**config.mk**
```make
export PLATFORM = sky130hd
export DESIGN_NAME = pattern_engine_flat
export DESIGN_NICKNAME = d
export VERILOG_FILES = /design/src/rtl/patterngen_pkg.sv /design/src/rtl/pattern_engine_if.sv /design/src/rtl/pattern_pixel.sv /design/src/rtl/pattern_engine.sv /design/src/flat_wrapper.sv
export SDC_FILE = /design/constraint.sdc
export NUM_CORES = 1
export LEC_CHECK = 0
export BUFFER_PORTS_ARGS = -buffer_cell sky130_fd_sc_hd__buf_2
export CORE_ASPECT_RATIO = 0.75
export CORE_MARGIN = 8
export CORE_UTILIZATION = 43
export DETAILED_ROUTE_END_ITERATION = 12
export GPL_ROUTABILITY_DRIVEN = 0
export PLACE_DENSITY = 0.77
export SYNTH_ARGS = -nofsm -noshare
export SYNTH_HDL_FRONTEND = slang
export SYNTH_SLANG_ARGS = --single-unit
```
**constraint.sdc**
```tcl
create_clock -name pixclk -period 2.05 [get_ports pixclk]
set_input_delay 0.615 -clock pixclk [delete_from_list [all_inputs] [get_ports pixclk]]
set_output_delay 0.615 -clock pixclk [all_outputs]
set_load 0.02 [all_outputs]
```
**src/rtl/patterngen_pkg.sv**
```systemverilog
// patterngen_pkg: mode and state encodings shared by the pattern engine files
package patterngen_pkg;
  typedef enum logic [1:0] {MODE_SOLID, MODE_GRAD, MODE_CHECK, MODE_IMAGE} mode_e;
  typedef enum logic [1:0] {IDLE, FILL, SWAP} state_e;
  localparam int CHECK_CELL_LOG = 2;
endpackage

```
**src/rtl/pattern_engine_if.sv**
```systemverilog
// pattern_engine_if: sprite ROM read port and frame-buffer write port
interface pattern_engine_if #(
  parameter int COLS = 32,
  parameter int ROWS = 16,
  parameter int BPC = 8
);
  localparam int AW = $clog2(COLS * ROWS);
  logic [AW-1:0] img_addr;
  logic [2:0] img_frame;
  logic [3*BPC-1:0] img_rgb;
  logic [AW-1:0] wr_addr;
  logic [3*BPC-1:0] wr_rgb;
  logic wr_valid;
  logic wr_ready;
  modport master(output img_addr, img_frame, wr_addr, wr_rgb, wr_valid, input img_rgb, wr_ready);
  modport slave(input img_addr, img_frame, wr_addr, wr_rgb, wr_valid, output img_rgb, wr_ready);
endinterface

```
**src/rtl/pattern_pixel.sv**
```systemverilog
// pattern_pixel: combinational pixel colour for one panel coordinate
module pattern_pixel
  import patterngen_pkg::*;
#(
  parameter int CW = 5,
  parameter int RW = 4,
  parameter int BPC = 8
) (
  input  mode_e            mode_i,
  input  logic [CW-1:0]    col_i,
  input  logic [RW-1:0]    row_i,
  input  logic [BPC-1:0]   fc_i,
  input  logic [3*BPC-1:0] color_i,
  input  logic [3*BPC-1:0] img_rgb_i,
  output logic [3*BPC-1:0] rgb_o
);
  logic [BPC-1:0] r;
  logic [BPC-1:0] g;
  logic hit;
  assign r = BPC'(col_i) << (BPC - CW);
  assign g = BPC'(row_i) << (BPC - RW);
  assign hit = col_i[CHECK_CELL_LOG] ^ row_i[CHECK_CELL_LOG] ^ fc_i[4];
  assign rgb_o = (mode_i == MODE_SOLID) ? color_i :
                 (mode_i == MODE_GRAD)  ? {r, g, fc_i} :
                 (mode_i == MODE_CHECK) ? (hit ? color_i : '0) : img_rgb_i;
endmodule

```
**src/rtl/pattern_engine.sv**
```systemverilog
// pattern_engine: fills a panel frame buffer with a selectable pattern on every frame tick
module pattern_engine
  import patterngen_pkg::*;
#(
  parameter int COLS = 32,
  parameter int ROWS = 16,
  parameter int BPC = 8,
  parameter int SCROLL_SHIFT = 2,
  parameter int ANIM_SHIFT = 10,
  parameter int FC_W = 13
) (
  input  logic             pixclk,
  input  logic             reset,
  input  logic             frame_tick,
  input  logic [1:0]       mode,
  input  logic [3*BPC-1:0] color,
  pattern_engine_if.master bus,
  output logic             display,
  output logic             frame_done,
  output logic             overrun
);
  localparam int CW = $clog2(COLS);
  localparam int RW = $clog2(ROWS);
  localparam int AW = CW + RW;
  localparam logic [AW-1:0] LAST = AW'(COLS * ROWS - 1);
  state_e state_q, state_d;
  mode_e mode_q, mode_d;
  logic [3*BPC-1:0] color_q, color_d, rgb_q, rgb_d, px;
  logic [FC_W-1:0] fc_q, fc_d;
  logic [AW-1:0] cnt_q, cnt_d, waddr_q, waddr_d;
  logic s0v_q, s0v_d, valid_q, valid_d, fresh_q, fresh_d;
  logic disp_q, disp_d, done_q, done_d, ovr_q, ovr_d;
  logic load, last_acc, fill;
  logic [CW-1:0] col, scroll;
  logic [RW-1:0] row;
  assign col = cnt_q[CW-1:0];
  assign row = cnt_q[AW-1:CW];
  assign scroll = fc_q[SCROLL_SHIFT +: CW];
  assign fill = (state_q == FILL);
  assign load = s0v_q & (~valid_q | bus.wr_ready);
  assign last_acc = valid_q & bus.wr_ready & (waddr_q == LAST);
  pattern_pixel #(.CW(CW), .RW(RW), .BPC(BPC)) u_pixel (
    .mode_i(mode_q),
    .col_i(col),
    .row_i(row),
    .fc_i(fc_q[BPC-1:0]),
    .color_i(color_q),
    .img_rgb_i(bus.img_rgb),
    .rgb_o(px)
  );
  always_comb begin
    state_d = state_q;
    mode_d = mode_q;
    color_d = color_q;
    cnt_d = load ? cnt_q + 1'b1 : cnt_q;
    s0v_d = s0v_q & ~(load & (cnt_q == LAST));
    valid_d = load | (valid_q & ~bus.wr_ready);
    waddr_d = load ? cnt_q : waddr_q;
    fresh_d = load & (mode_q == MODE_IMAGE);
    rgb_d = load ? px : fresh_q ? bus.img_rgb : rgb_q;
    disp_d = disp_q ^ last_acc;
    done_d = last_acc;
    fc_d = fc_q + FC_W'(last_acc);
    ovr_d = frame_tick & (state_q != IDLE);
    case (state_q)
      IDLE: if (frame_tick) begin
        state_d = FILL;
        mode_d = mode_e'(mode);
        color_d = color;
        cnt_d = '0;
        s0v_d = 1'b1;
      end
      FILL: if (last_acc) state_d = SWAP;
      default: state_d = IDLE;
    endcase
  end
  always_ff @(posedge pixclk) begin
    if (!reset) begin
      state_q <= IDLE;
      mode_q <= MODE_SOLID;
      color_q <= '0;
      rgb_q <= '0;
      fc_q <= '0;
      cnt_q <= '0;
      waddr_q <= '0;
      s0v_q <= 1'b0;
      valid_q <= 1'b0;
      fresh_q <= 1'b0;
      disp_q <= 1'b0;
      done_q <= 1'b0;
      ovr_q <= 1'b0;
    end else begin
      state_q <= state_d;
      mode_q <= mode_d;
      color_q <= color_d;
      rgb_q <= rgb_d;
      fc_q <= fc_d;
      cnt_q <= cnt_d;
      waddr_q <= waddr_d;
      s0v_q <= s0v_d;
      valid_q <= valid_d;
      fresh_q <= fresh_d;
      disp_q <= disp_d;
      done_q <= done_d;
      ovr_q <= ovr_d;
    end
  end
  // In image mode the ROM's own output register holds S1 data; it is captured locally only once a stall begins.
  assign bus.wr_rgb = fresh_q ? bus.img_rgb : rgb_q;
  assign bus.wr_valid = valid_q;
  assign bus.wr_addr = waddr_q;
  assign bus.img_addr = fill ? {row, col - scroll} : '0;
  assign bus.img_frame = fill ? fc_q[ANIM_SHIFT +: 3] : 3'd0;
  assign display = disp_q;
  assign frame_done = done_q;
  assign overrun = ovr_q;
endmodule

```
**src/flat_wrapper.sv**
```systemverilog
// flat-port wrapper written by rule: the top's interface ports become plain ports
module pattern_engine_flat import patterngen_pkg::*;
#(
  parameter int COLS = 32,
  parameter int ROWS = 16,
  parameter int BPC = 8,
  parameter int SCROLL_SHIFT = 2,
  parameter int ANIM_SHIFT = 10,
  parameter int FC_W = 13
)
  (pixclk, reset, frame_tick, mode, color, display, frame_done, overrun, bus_img_addr, bus_img_frame, bus_wr_addr, bus_wr_rgb, bus_wr_valid, bus_img_rgb, bus_wr_ready);
  pattern_engine_if #(.COLS(COLS), .ROWS(ROWS), .BPC(BPC)) bus_i ();
  input  logic pixclk;
  input  logic reset;
  input  logic frame_tick;
  input  logic [1:0] mode;
  input  logic [3*BPC-1:0] color;
  output logic display;
  output logic frame_done;
  output logic overrun;
  output wire logic [$bits(bus_i.img_addr)-1:0] bus_img_addr;
  output wire logic [$bits(bus_i.img_frame)-1:0] bus_img_frame;
  output wire logic [$bits(bus_i.wr_addr)-1:0] bus_wr_addr;
  output wire logic [$bits(bus_i.wr_rgb)-1:0] bus_wr_rgb;
  output wire logic [$bits(bus_i.wr_valid)-1:0] bus_wr_valid;
  input wire logic [$bits(bus_i.img_rgb)-1:0] bus_img_rgb;
  input wire logic [$bits(bus_i.wr_ready)-1:0] bus_wr_ready;
  assign bus_img_addr = bus_i.img_addr;
  assign bus_img_frame = bus_i.img_frame;
  assign bus_wr_addr = bus_i.wr_addr;
  assign bus_wr_rgb = bus_i.wr_rgb;
  assign bus_wr_valid = bus_i.wr_valid;
  assign bus_i.img_rgb = bus_img_rgb;
  assign bus_i.wr_ready = bus_wr_ready;
  pattern_engine #(.COLS(COLS), .ROWS(ROWS), .BPC(BPC), .SCROLL_SHIFT(SCROLL_SHIFT), .ANIM_SHIFT(ANIM_SHIFT), .FC_W(FC_W)) u_core (.pixclk(pixclk), .reset(reset), .frame_tick(frame_tick), .mode(mode), .color(color), .bus(bus_i), .display(display), .frame_done(frame_done), .overrun(overrun));
endmodule
```
==> After elaboration in Yosys (flattened, before gate mapping) <==
Index checks and enable logic that the tools add are counted.
{ "classes": {"add_sub_neg": 3, "eq_ne": 8, "mux": 16, "bitwise": 16, "reduce_logical": 5} }
{ "ops": {"columns": ["cell", "n"], "rows": [
  ["2-to-1 mux 24 bit", 6],
  ["2-to-1 mux 9 bit", 4],
  ["== test 9 bit (second input constant)", 2],
  ["adder 13 x 1 -> 13 bit", 1],
  ["adder 9 x 1 -> 9 bit (second input constant)", 1],
  ["AND 1 bit", 8],
  ["subtractor 5 bit", 1],
  ["== test 2 x 1 -> 1 bit (second input constant)", 2],
  ["== test 2 bit (second input constant)", 2],
  ["zero test 2 bit", 2],
  ["2-to-1 mux 2 bit", 2],
  ["case mux 2 bit (2 select lines)", 1],
  ["AND reduction 2 bit", 2],
  ["2-to-1 mux 3 bit", 1],
  ["NOT 1 bit", 3],
  ["bitwise XOR 1 bit", 3],
  ["2-to-1 mux 1 bit", 2],
  ["inequality test 2 x 1 -> 1 bit (second input constant)", 1],
  ["inequality test 2 bit (second input constant)", 1],
  ["OR 1 bit", 2],
  ["nonzero test 2 bit", 1]
]} }
{ "totals": {"ff_bits": 89, "in_bits": 54} }

==> Depth between registers and ports, before layout <==
Gate-level depths: netlist of run 1.
{ "depth": {"word_depth": 8, "mapped_depth": 8, "mapped_depth_nobuf": 8} }

==> Cells and area by module <==
A second synthesis of run 1 with hierarchy kept.
{ "hier_totals": {"cells_unflattened": 524, "hier_area_um2": 4588.2} }
{ "by_module_without_submodules": {"columns": ["mod", "instances", "cells_each", "area_per_inst_um2", "seq_area_each_um2"], "rows": [
  ["pattern_engine", 1, 452, 4045.1, 1781.7],
  ["pattern_pixel", 1, 72, 543.0, 0.0]
]} }

==> Worst setup path after synthesis of run 1 <==
OpenSTA, ideal clock, no wires.
{ "synth_path": {"path_type": "register to output", "startpoint": "reg u_core.fc_q[2]", "endpoint": "out bus_img_addr[4]", "arrival_time_ns": 1.690, "t_required_ns": 1.435, "path_slack_ns": -0.255, "path_stages_with_launch": 8, "path_cell_list": "dfxtp_1 > ha_1 > inv_1 > fa_1 > a21o_1 > a21oi_1 > xnor2_1 > nor2_1"} }
{ "synth_via": {"elab_chain_cells": 2} }
{ "synth_lines": {"columns": ["item", "line_no", "text"], "rows": [
  ["start, declared", "pattern_engine.sv:29", "logic [FC_W-1:0] fc_q, fc_d;"],
  ["start signal, assigned", "pattern_engine.sv:83", "fc_q <= '0;"],
  ["start signal, assigned", "pattern_engine.sv:97", "fc_q <= fc_d;"],
  ["subtractor 5 bit", "pattern_engine.sv:112", "assign bus.img_addr = fill ? {row, col - scroll} : '0;"],
  ["2-to-1 mux 9 bit", "pattern_engine.sv:112", null],
  ["end, declared", "flat_wrapper.sv:21", "output wire logic [$bits(bus_i.img_addr)-1:0] bus_img_addr;"]
]} }
No other way between the ends.

==> Final worst setup path of run 1 <==
{ "layout_path": {"startpoint": "reg u_core.cnt_q[0]", "endpoint": "out bus_img_addr[4]"} }
{ "layout_via": {"elab_chain_cells": 2} }
{ "layout_lines": {"columns": ["item", "line_no", "text"], "rows": [
  ["start, declared", "pattern_engine.sv:30", "logic [AW-1:0] cnt_q, cnt_d, waddr_q, waddr_d;"],
  ["start signal, assigned", "pattern_engine.sv:98", "cnt_q <= cnt_d;"],
  ["subtractor 5 bit", "pattern_engine.sv:112", null],
  ["2-to-1 mux 9 bit", "pattern_engine.sv:112", null]
]} }
No other way between the ends.

==> results of run 1 <==
## synthesized netlist by cell type (5+ instances only)
library cell / instances / area (um^2)
nor2_1: 13 / 48.8
xor2_1: 11 / 96.3
nand3_1: 34 / 170
or4bb_1: 5 / 56.3
nor3_1: 6 / 30.0
nand2_1: 102 / 383
clkbuf_1: 19 / 71.3
o21ai_0: 12 / 60.1
a21oi_1: 21 / 105
o21ai_2: 10 / 87.6
mux2i_1: 13 / 130
o2111ai_1: 17 / 149
nand4_1: 5 / 31.3
and2_1: 24 / 150
o2bb2ai_1: 7 / 61.3
xnor2_1: 8 / 70.1
buf_2: 16 / 80.1
ha_1: 8 / 100
inv_1: 8 / 30.0
mux2_2: 24 / 270
dfxtp_1: 89 / 1780
a21boi_0: 37 / 278
o211ai_1: 5 / 37.5
## logic make-up after synthesis
kind of cell / Yosys count
adders and majority gates: 9
xor gates and xnor gates: 19
muxes: 37
AOI/OAI and AO/OA: 113
and+or+nand+nor: 207
DFF: 89
buffers and inverters: 50
## area by class of cell
type / instances / area, um^2
Fill cell: 933 / 4450
Clock buffer: 11 / 253
Inverter: 8 / 30.0
Tap cell: 136 / 170
Clock inverter: 3 / 17.5
Timing Repair Buffer: 140 / 943
Sequential cell: 89 / 1790
Multi-Input combinational cell: 385 / 2590
## worst max-delay path, cell delays in order (launching register included)
cell     delay (ps)
dfxtp_2         320
inv_2            60
ha_4            130
inv_2            30
fa_2            330
a21o_1          170
a21oi_2         160
xnor2_2         130
nor2_2           50
buf_6           130
## where the power goes
group / switching [uW] / internal (uW) / leakage [uW]
clock network: 662 / 869 / 0.000133
registers: 36.6 / 1790 / 0.000727
logic: 330 / 228 / 0.00151
## metal layers
layer | wire [um] | vias to the layer above
met5 | 0 | -
met4 | 208 | 0
met3 | 828 | 19
met2 | 6290 | 129
met1 | 6190 | 2031
li1 | - | 2038
## sequential cells by signal, summed over array words and instances, names as in the netlist
register,count
u_core.bus.wr_addr,9
u_core.bus.wr_valid,1
u_core.cnt_q,9
u_core.color_q,24
u_core.display,1
u_core.fc_q,13
u_core.frame_done,1
u_core.fresh_q,1
u_core.mode_q,2
u_core.overrun,1
u_core.rgb_q,24
u_core.s0v_q,1
u_core.state_q,2
## metrics by stage
step / cell area (um^2) / power (uW)
after floorplan: 4570 / 2200
after global placement: 5350 / 2390
after detailed placement: 5350 / 2410
after CTS: 5700 / 3930
after global routing: 5800 / 4080
final: 5800 / 3920
## repair_timing
action,CTS,global route
endpoints found under the setup margin,24,12
buffers inserted,2,0
cloned,1,1
pin swaps,6,3
hold endpoints to repair,0,0
hold buffers,0,0
gates resized for setup,18,22
## path summary, 6_finish.rpt
kind,from,to,slack [ps]
worst min-delay path,u_core.color_q[10],u_core.color_q[10],460
worst max-delay path,u_core.cnt_q[0],bus_img_addr[4],-430
worst max register to register,u_core.bus.wr_addr[0],u_core.fc_q[11],170
worst min register to register,u_core.color_q[10],u_core.color_q[10],460
==> metrics.cfg, run 1 <==
[timing]
final.period_utilization_pct=121
hold-worst-slack_ps=463
setup_viol=8
timing.fmax_mhz=403
worstMarginPinSlew_ps=512
setup_tns_ps=-1420
fin_ws_ps=-433
fin_crit_ps=2480
slew_headroom_pct=65.8
report.final.hold_viol_count=0
finClkSkew_ps=5.43
final_max_slew_viol_count=0
rsz0062_at_grt=true

[worst_setup_path]
required_ps=1430
crit_path_max_fanout=2
r2r_cells=8
worst_setup_path_end_kind=output pin
worstPathArrival_ps=1870
cp-start-kind=flop
path_class=reg2out

[global_route]
grt_pass1_wl_um=21300
grt-ovfl-total=0
met2_usage_pct=29.4
grt_pass1_vias=4236
track_usage_pct=18.5
top_usage_layer=met2
grt_max_degree=67
grt_use_met3_pct=5.26
use_met1_pct=23.6
grt_antenna_before_repair=0

[die]
initial_core_util_pct=44.2
die_w_um=134
core_um2=10200
dieArea_um2=14100
rows=32
ioPinCount=103
die_y_um=105

[power]
p_leak_uw=0.00237
ir_drop_v=0.000479
cellPowerDensity_nw_per_um2=676

[status]
run_status=finished, violations left
violations=negative setup slack

[cells_and_area]
fin_util_pct=56.6
syn_to_final_growth_pct=28.1
final_cell_mix=nand2_1 (102), buf_2 (89), dfxtp_1 (85)
drive_gt1_share_pct=33.2
final_nets=696
layout_commonest_cell=nand2_1
n_antenna_cell=0
final_cells=772

[clock_network]
clkSinkCount=89
cts_tree=done
clk_latency_ps=340
numCtsBuffers=9
cts_buffer_depth=2
clk_pin_slew_worst_paths_ps=60
cts_root_buf=clkbuf_16
h-tree-depth=3

[routing]
wl_per_cell_um=17.5
dr.pass1.iters=4
vias_per_cell=5.46
drt_iter0_drc=259
drt_wl_total_um=13500
antenna_left=0
num_vias=4217
drc=0

[logic_synthesis]
synth_edf_count=0
synth_nets=587
yosys.area_share.simple_pct=22.1
synth_top_family_by_area=simple AND/OR/NAND/NOR gates
yosys_warnings=0
synth_cells=524
syn_area_um2=4530
ys_seq_elements=89
avgSynthCellArea_um2=8.64
async_flop_share_pct=0
synth_mux_area_share_pct=8.84
synth_compound_area_share_pct=17.9
synth.distinct_cells=40
ys_seq_area_share_pct=39.3
synthXorXnorAreaFrac_pct=3.68
synthFlopType=dfxtp_1
synth_adder_area_share_pct=2.65

[place]
io_buffers=102
hpwl_um=9670
dp_cells=754
pre_cts_slack_ps=-176

[worst_hold_path]
worstHoldPathCells=2
hold_class=reg2reg

[job]
cap_viol_max_count=0

Note: power is estimated with default switching activity, not from simulation.
==> run 2, diff against run 1 <==
- CORE_UTILIZATION: 43 -> 44
- PLACE_DENSITY: 0.77 -> 0.79
==> run 2 against run 1 <==
Against the previous run:
- the run still ends with negative setup slack left
- total power rose by 4.2%
- non-clock buffer count up 1
- register-to-register slack worse by 150 ps
- core utilization grew 2.4 points
- design area is 3.4% higher
- global-route usage is 0.66 points higher
- worst setup slack improved by 5.7 ps
- sequential share of layout area is 1.0 points lower
==> metrics.cfg, run 2 (synthesized netlist as in run 1, its figures left out) <==
[place]
hpwl_um=9580
pre_cts_slack_ps=-171
io_buffers=102

[timing]
report.final.hold_viol_count=0
setup_tns_ps=-1450
timing.fmax_mhz=404
hold-worst-slack_ps=471
finClkSkew_ps=7.74
setup_viol=6
final.period_utilization_pct=121
fin_crit_ps=2480
fin_ws_ps=-427
worstMarginPinSlew_ps=515
slew_headroom_pct=65.6
rsz0062_at_grt=true
final_max_slew_viol_count=0

[cells_and_area]
syn_to_final_growth_pct=32.4
drive_gt1_share_pct=33.2
multi_input_area_um2=2670
fillers=905
final_cell_mix=nand2_1 (102), dfxtp_1 (85), buf_2 (76)
final_nets=697
n_antenna_cell=0
fin_util_pct=59.0
regArea_um2=1790
reg.largest.list=u_core.color_q (24), u_core.rgb_q (24), u_core.fc_q (13)
layout_commonest_cell=nand2_1

[power]
p_leak_uw=0.00242
ir_drop_v=0.000495
total_power_uw=4080
cellPowerDensity_nw_per_um2=681

[global_route]
grt_max_degree=76
grt_antenna_before_repair=0
track_usage_pct=19.2
grt-ovfl-total=0
grt_pass1_wl_um=21700
grt_pass1_vias=4229

[worst_setup_path]
cpLargestDelayFamily=adder cells
path_class=reg2out
crit_buf_inv=3
crit_top_cell=inv_2
required_ps=1430
r2r-end=u_core.fc_q[10]
crit_path_max_fanout=2
r2r-start=u_core.bus.wr_addr[3]
worstPathArrival_ps=1860
slowest_stage=fa_2
cp-start-kind=flop
path_cells=inv_2, ha_4, inv_2, fa_2, a21o_1, a21oi_2, xnor2_2, nor2_2, buf_6
reg2reg_setup_slack_ps=20
r2r_cells=8
worst_setup_path_end_kind=output pin
crit_path_max_incr_delay_ps=330

[clock_network]
cts_buffer_depth=2
h-tree-depth=3
clk_pin_slew_worst_paths_ps=60
numCtsBuffers=9
cts_root_buf=clkbuf_16
cts_tree=done
cts_hold_buf=0
clk_latency_ps=350
clkSinkCount=89

[routing]
drt_iter0_drc=280
antenna_left=0
vias_per_cell=5.47
num_vias=4237
drc=0
wl_per_cell_um=17.7
dr.pass1.iters=5
drt_wl_total_um=13700

[die]
die_y_um=104
die_w_um=133
initial_core_util_pct=44.5
rows=32
core_um2=10200
ioPinCount=103
dieArea_um2=13800

[status]
violations=negative setup slack
run_status=finished, violations left

[worst_hold_path]
min_to=u_core.color_q[10]
worstHoldPathCells=2
hold_start=u_core.color_q[10]
hold_class=reg2reg

[job]
cap_viol_max_count=0

run 2: cell types whose count changed in the layout (fill, tap and decap cells not counted), sizes merged:
| cell | change |
|---|---|
| clkinv | -2 |
| buf | +1 |
| bufinv | +1 |
| clkbuf | +2 |
run 2: worst reg2reg max path, delay by kind of cell (launching register included):
| family | cells | cell delay [ps] |
|---|---|---|
| simple gates | 5 | 990 |
| fa+ha+maj | 2 | 460 |
| flops | 1 | 360 |
| xor+xnor | 1 | 120 |
run 2: routing by layer:
layer	wire (um)	GRT usage [%]
met5	0	0
met1	5990	24.2
met4	165	4.72
met3	1060	6.71
met2	6510	30.5
run 2: layout make-up:
type / instances / area share [%]
inverter: 8 / 0.501
multi-input combinational: 385 / 44.4
sequential: 89 / 29.9
clock buffer: 13 / 4.34
timing repair buffer: 141 / 17.4
tap: 136 / 2.84
clock inverter: 2 / 0.626
run 2: where the power goes:
part           leakage (uW)  total, uW  switching [uW]  internal (uW)
sequential         0.000727       1840            41.9           1790
clock              0.000142       1670             660           1010
combinational       0.00155        582             327            254
total               0.00242       4080            1030           3050
run 2: worst max-delay path by stage:
stage / to / start / cells past startpoint
detailed placement: u_core.fc_q[10] / bus_wr_ready / 9
CTS: bus_img_addr[4] / u_core.cnt_q[0] / 9
global placement: bus_img_addr[4] / u_core.cnt_q[0] / 9
finish: bus_img_addr[4] / u_core.cnt_q[0] / 9
floorplan: bus_img_addr[4] / u_core.cnt_q[0] / 8
global route: bus_img_addr[4] / u_core.cnt_q[0] / 9
run 2: repair_timing:
action,in CTS,in global routing
setup endpoints to repair,19,28
hold endpoints to repair,0,0
pin swaps,8,3
gates cloned,1,1
setup buffers,3,1
gates resized for setup,25,65
run 2: through the flow:
stage	std cells	cell area, um^2
after global routing	774	6000
after CTS	772	5740
after floorplan	524	4570
after global placement	753	5300
final	774	6000
after detailed placement	753	5300
==> run 3, diff against run 2 <==
- SKIP_LAST_GASP: unset -> 1
- SLEW_MARGIN: unset -> 10
==> run 3 against run 2 <==
Against the previous run:
- the run still ends with negative setup slack left
- flip-flop and latch count unchanged
- worst hold slack about the same
- clock skew increased by 0.88 ps
- via count increased by 0.12%
- first-iteration DRC count increased by 8.2%
- die area unchanged
- register-to-register slack about the same
- combinational power decreased by 3.4%
- sequential share of layout area increased by 0.26 points
- total power decreased by 0.39%
- final cell count unchanged
==> metrics.cfg, run 3 (synthesized netlist as in run 1, its figures left out) <==
[die]
die_w_um=133
die_y_um=104
dieArea_um2=13800
initial_core_util_pct=44.5
ioPinCount=103
core_um2=10200
rows=32

[cells_and_area]
layout_commonest_cell=nand2_1
final_nets=697
drive_gt1_share_pct=33.2
syn_to_final_growth_pct=31.3
reg.largest.list=u_core.color_q (24), u_core.rgb_q (24), u_core.fc_q (13)
fin_util_pct=58.5
n_antenna_cell=0
final_cell_mix=nand2_1 (102), dfxtp_1 (85), buf_2 (80)

[worst_setup_path]
crit_top_cell=inv_2
worst_setup_path_end_kind=output pin
required_ps=1430
crit_buf_inv=3
crit_path_max_fanout=2
path_cells=inv_2, ha_4, inv_2, fa_2, a21o_1, a21oi_2, xnor2_2, nor2_2, buf_6
reg2reg_setup_slack_ps=30
cpLargestDelayFamily=adder cells
slowest_stage=fa_2
path_class=reg2out
crit_path_max_incr_delay_ps=330
cp-start-kind=flop
worstPathArrival_ps=1860

[status]
violations=negative setup slack
run_status=finished, violations left

[routing]
num_vias=4242
drc=0
vias_per_cell=5.48
drt_wl_total_um=13600
wl_per_cell_um=17.6
antenna_left=0
drt_iter0_drc=303
dr.pass1.iters=5

[clock_network]
cts_root_buf=clkbuf_16
clk_pin_slew_worst_paths_ps=60
h-tree-depth=3
cts_tree=done
cts_hold_buf=0
numCtsBuffers=9
cts_buffer_depth=2
clkSinkCount=89
clk_latency_ps=350

[worst_hold_path]
hold_class=reg2reg

[power]
ir_drop_v=0.000488
total_power_uw=4070
cellPowerDensity_nw_per_um2=684
p_leak_uw=0.00241

[timing]
final.period_utilization_pct=121
fin_ws_ps=-428
finClkSkew_ps=8.62
timing.fmax_mhz=404
fin_crit_ps=2480
worstMarginPinSlew_ps=532
slew_headroom_pct=64.5
final_max_slew_viol_count=0
rsz0062_at_grt=true
setup_viol=11
report.final.hold_viol_count=0
setup_tns_ps=-1460

[global_route]
grt_max_degree=76
track_usage_pct=19.1
grt_pass1_vias=4214
grt_pass1_wl_um=21700
grt-ovfl-total=0
grt_antenna_before_repair=0

[job]
cap_viol_max_count=0

[place]
io_buffers=102
hpwl_um=9580

run 3: cell counts in the layout (fill, tap and decap cells not counted):
Identical to the previous run, type by type.
run 3: layout make-up:
class                           count  area (um^2)
Fill cell                         923         4230
Multi-Input combinational cell    385         2650
Sequential cell                    89         1790
Timing Repair Buffer              141         1010
Clock buffer                       13          260
Tap cell                          136          170
Clock inverter                      2         37.5
Inverter                            8         30.0
run 3: path summary, 6_finish.rpt:
path,startpoint,cells after the start,to
hold reg to reg,u_core.color_q[10],2,u_core.color_q[10]
hold / removal,u_core.color_q[10],2,u_core.color_q[10]
setup / recovery,u_core.cnt_q[0],9,bus_img_addr[4]
setup reg to reg,u_core.bus.wr_addr[0],8,u_core.fc_q[10]
run 3: report_power, final:
part           leakage (uW)  switching (uW)  internal, uW  total, uW
combinational       0.00154             323           239        562
sequential         0.000727            41.1          1790       1840
clock              0.000142             665          1010       1670
run 3: worst min-delay path, delay by kind of cell, from the launching register on:
| family | cells | cell delay (ps) |
|---|---|---|
| AO/OA/AOI/OAI | 1 | 70 |
| flip-flops | 1 | 310 |
| AND/OR/NAND/NOR | 1 | 40 |
run 3: stage by stage:
stage / setup slack [ps] / instance area, um^2 / hold WS (ps) / cells
after global routing: -519 / 5940 / 493 / 774
after global placement: -102 / 5300 / 450 / 753
final: -428 / 5940 / 471 / 774
after detailed placement: -171 / 5300 / 458 / 753
after CTS: -442 / 5720 / 473 / 772
after floorplan: -69.8 / 4570 / 438 / 524
run 3: what timing repair did:
item,4_1_cts,5_1_grt
endpoints found under the setup margin,19,26
setup buffers,3,1
hold endpoints to repair,0,0
gates resized for setup,20,55
cloned,1,1
pin swaps,8,3
run 3: layer usage:
| metal | part of all wire (%) | global-route usage (%) | wire length [um] | vias up |
|---|---|---|---|---|
| met5 | 0 | 0 | 0 | - |
| met4 | 1.3 | 4.72 | 174 | 0 |
| li1 | - | - | - | 2044 |
| met2 | 47 | 30.6 | 6410 | 140 |
| met1 | 45 | 24.1 | 6070 | 2041 |
| met3 | 7.1 | 6.71 | 969 | 17 |
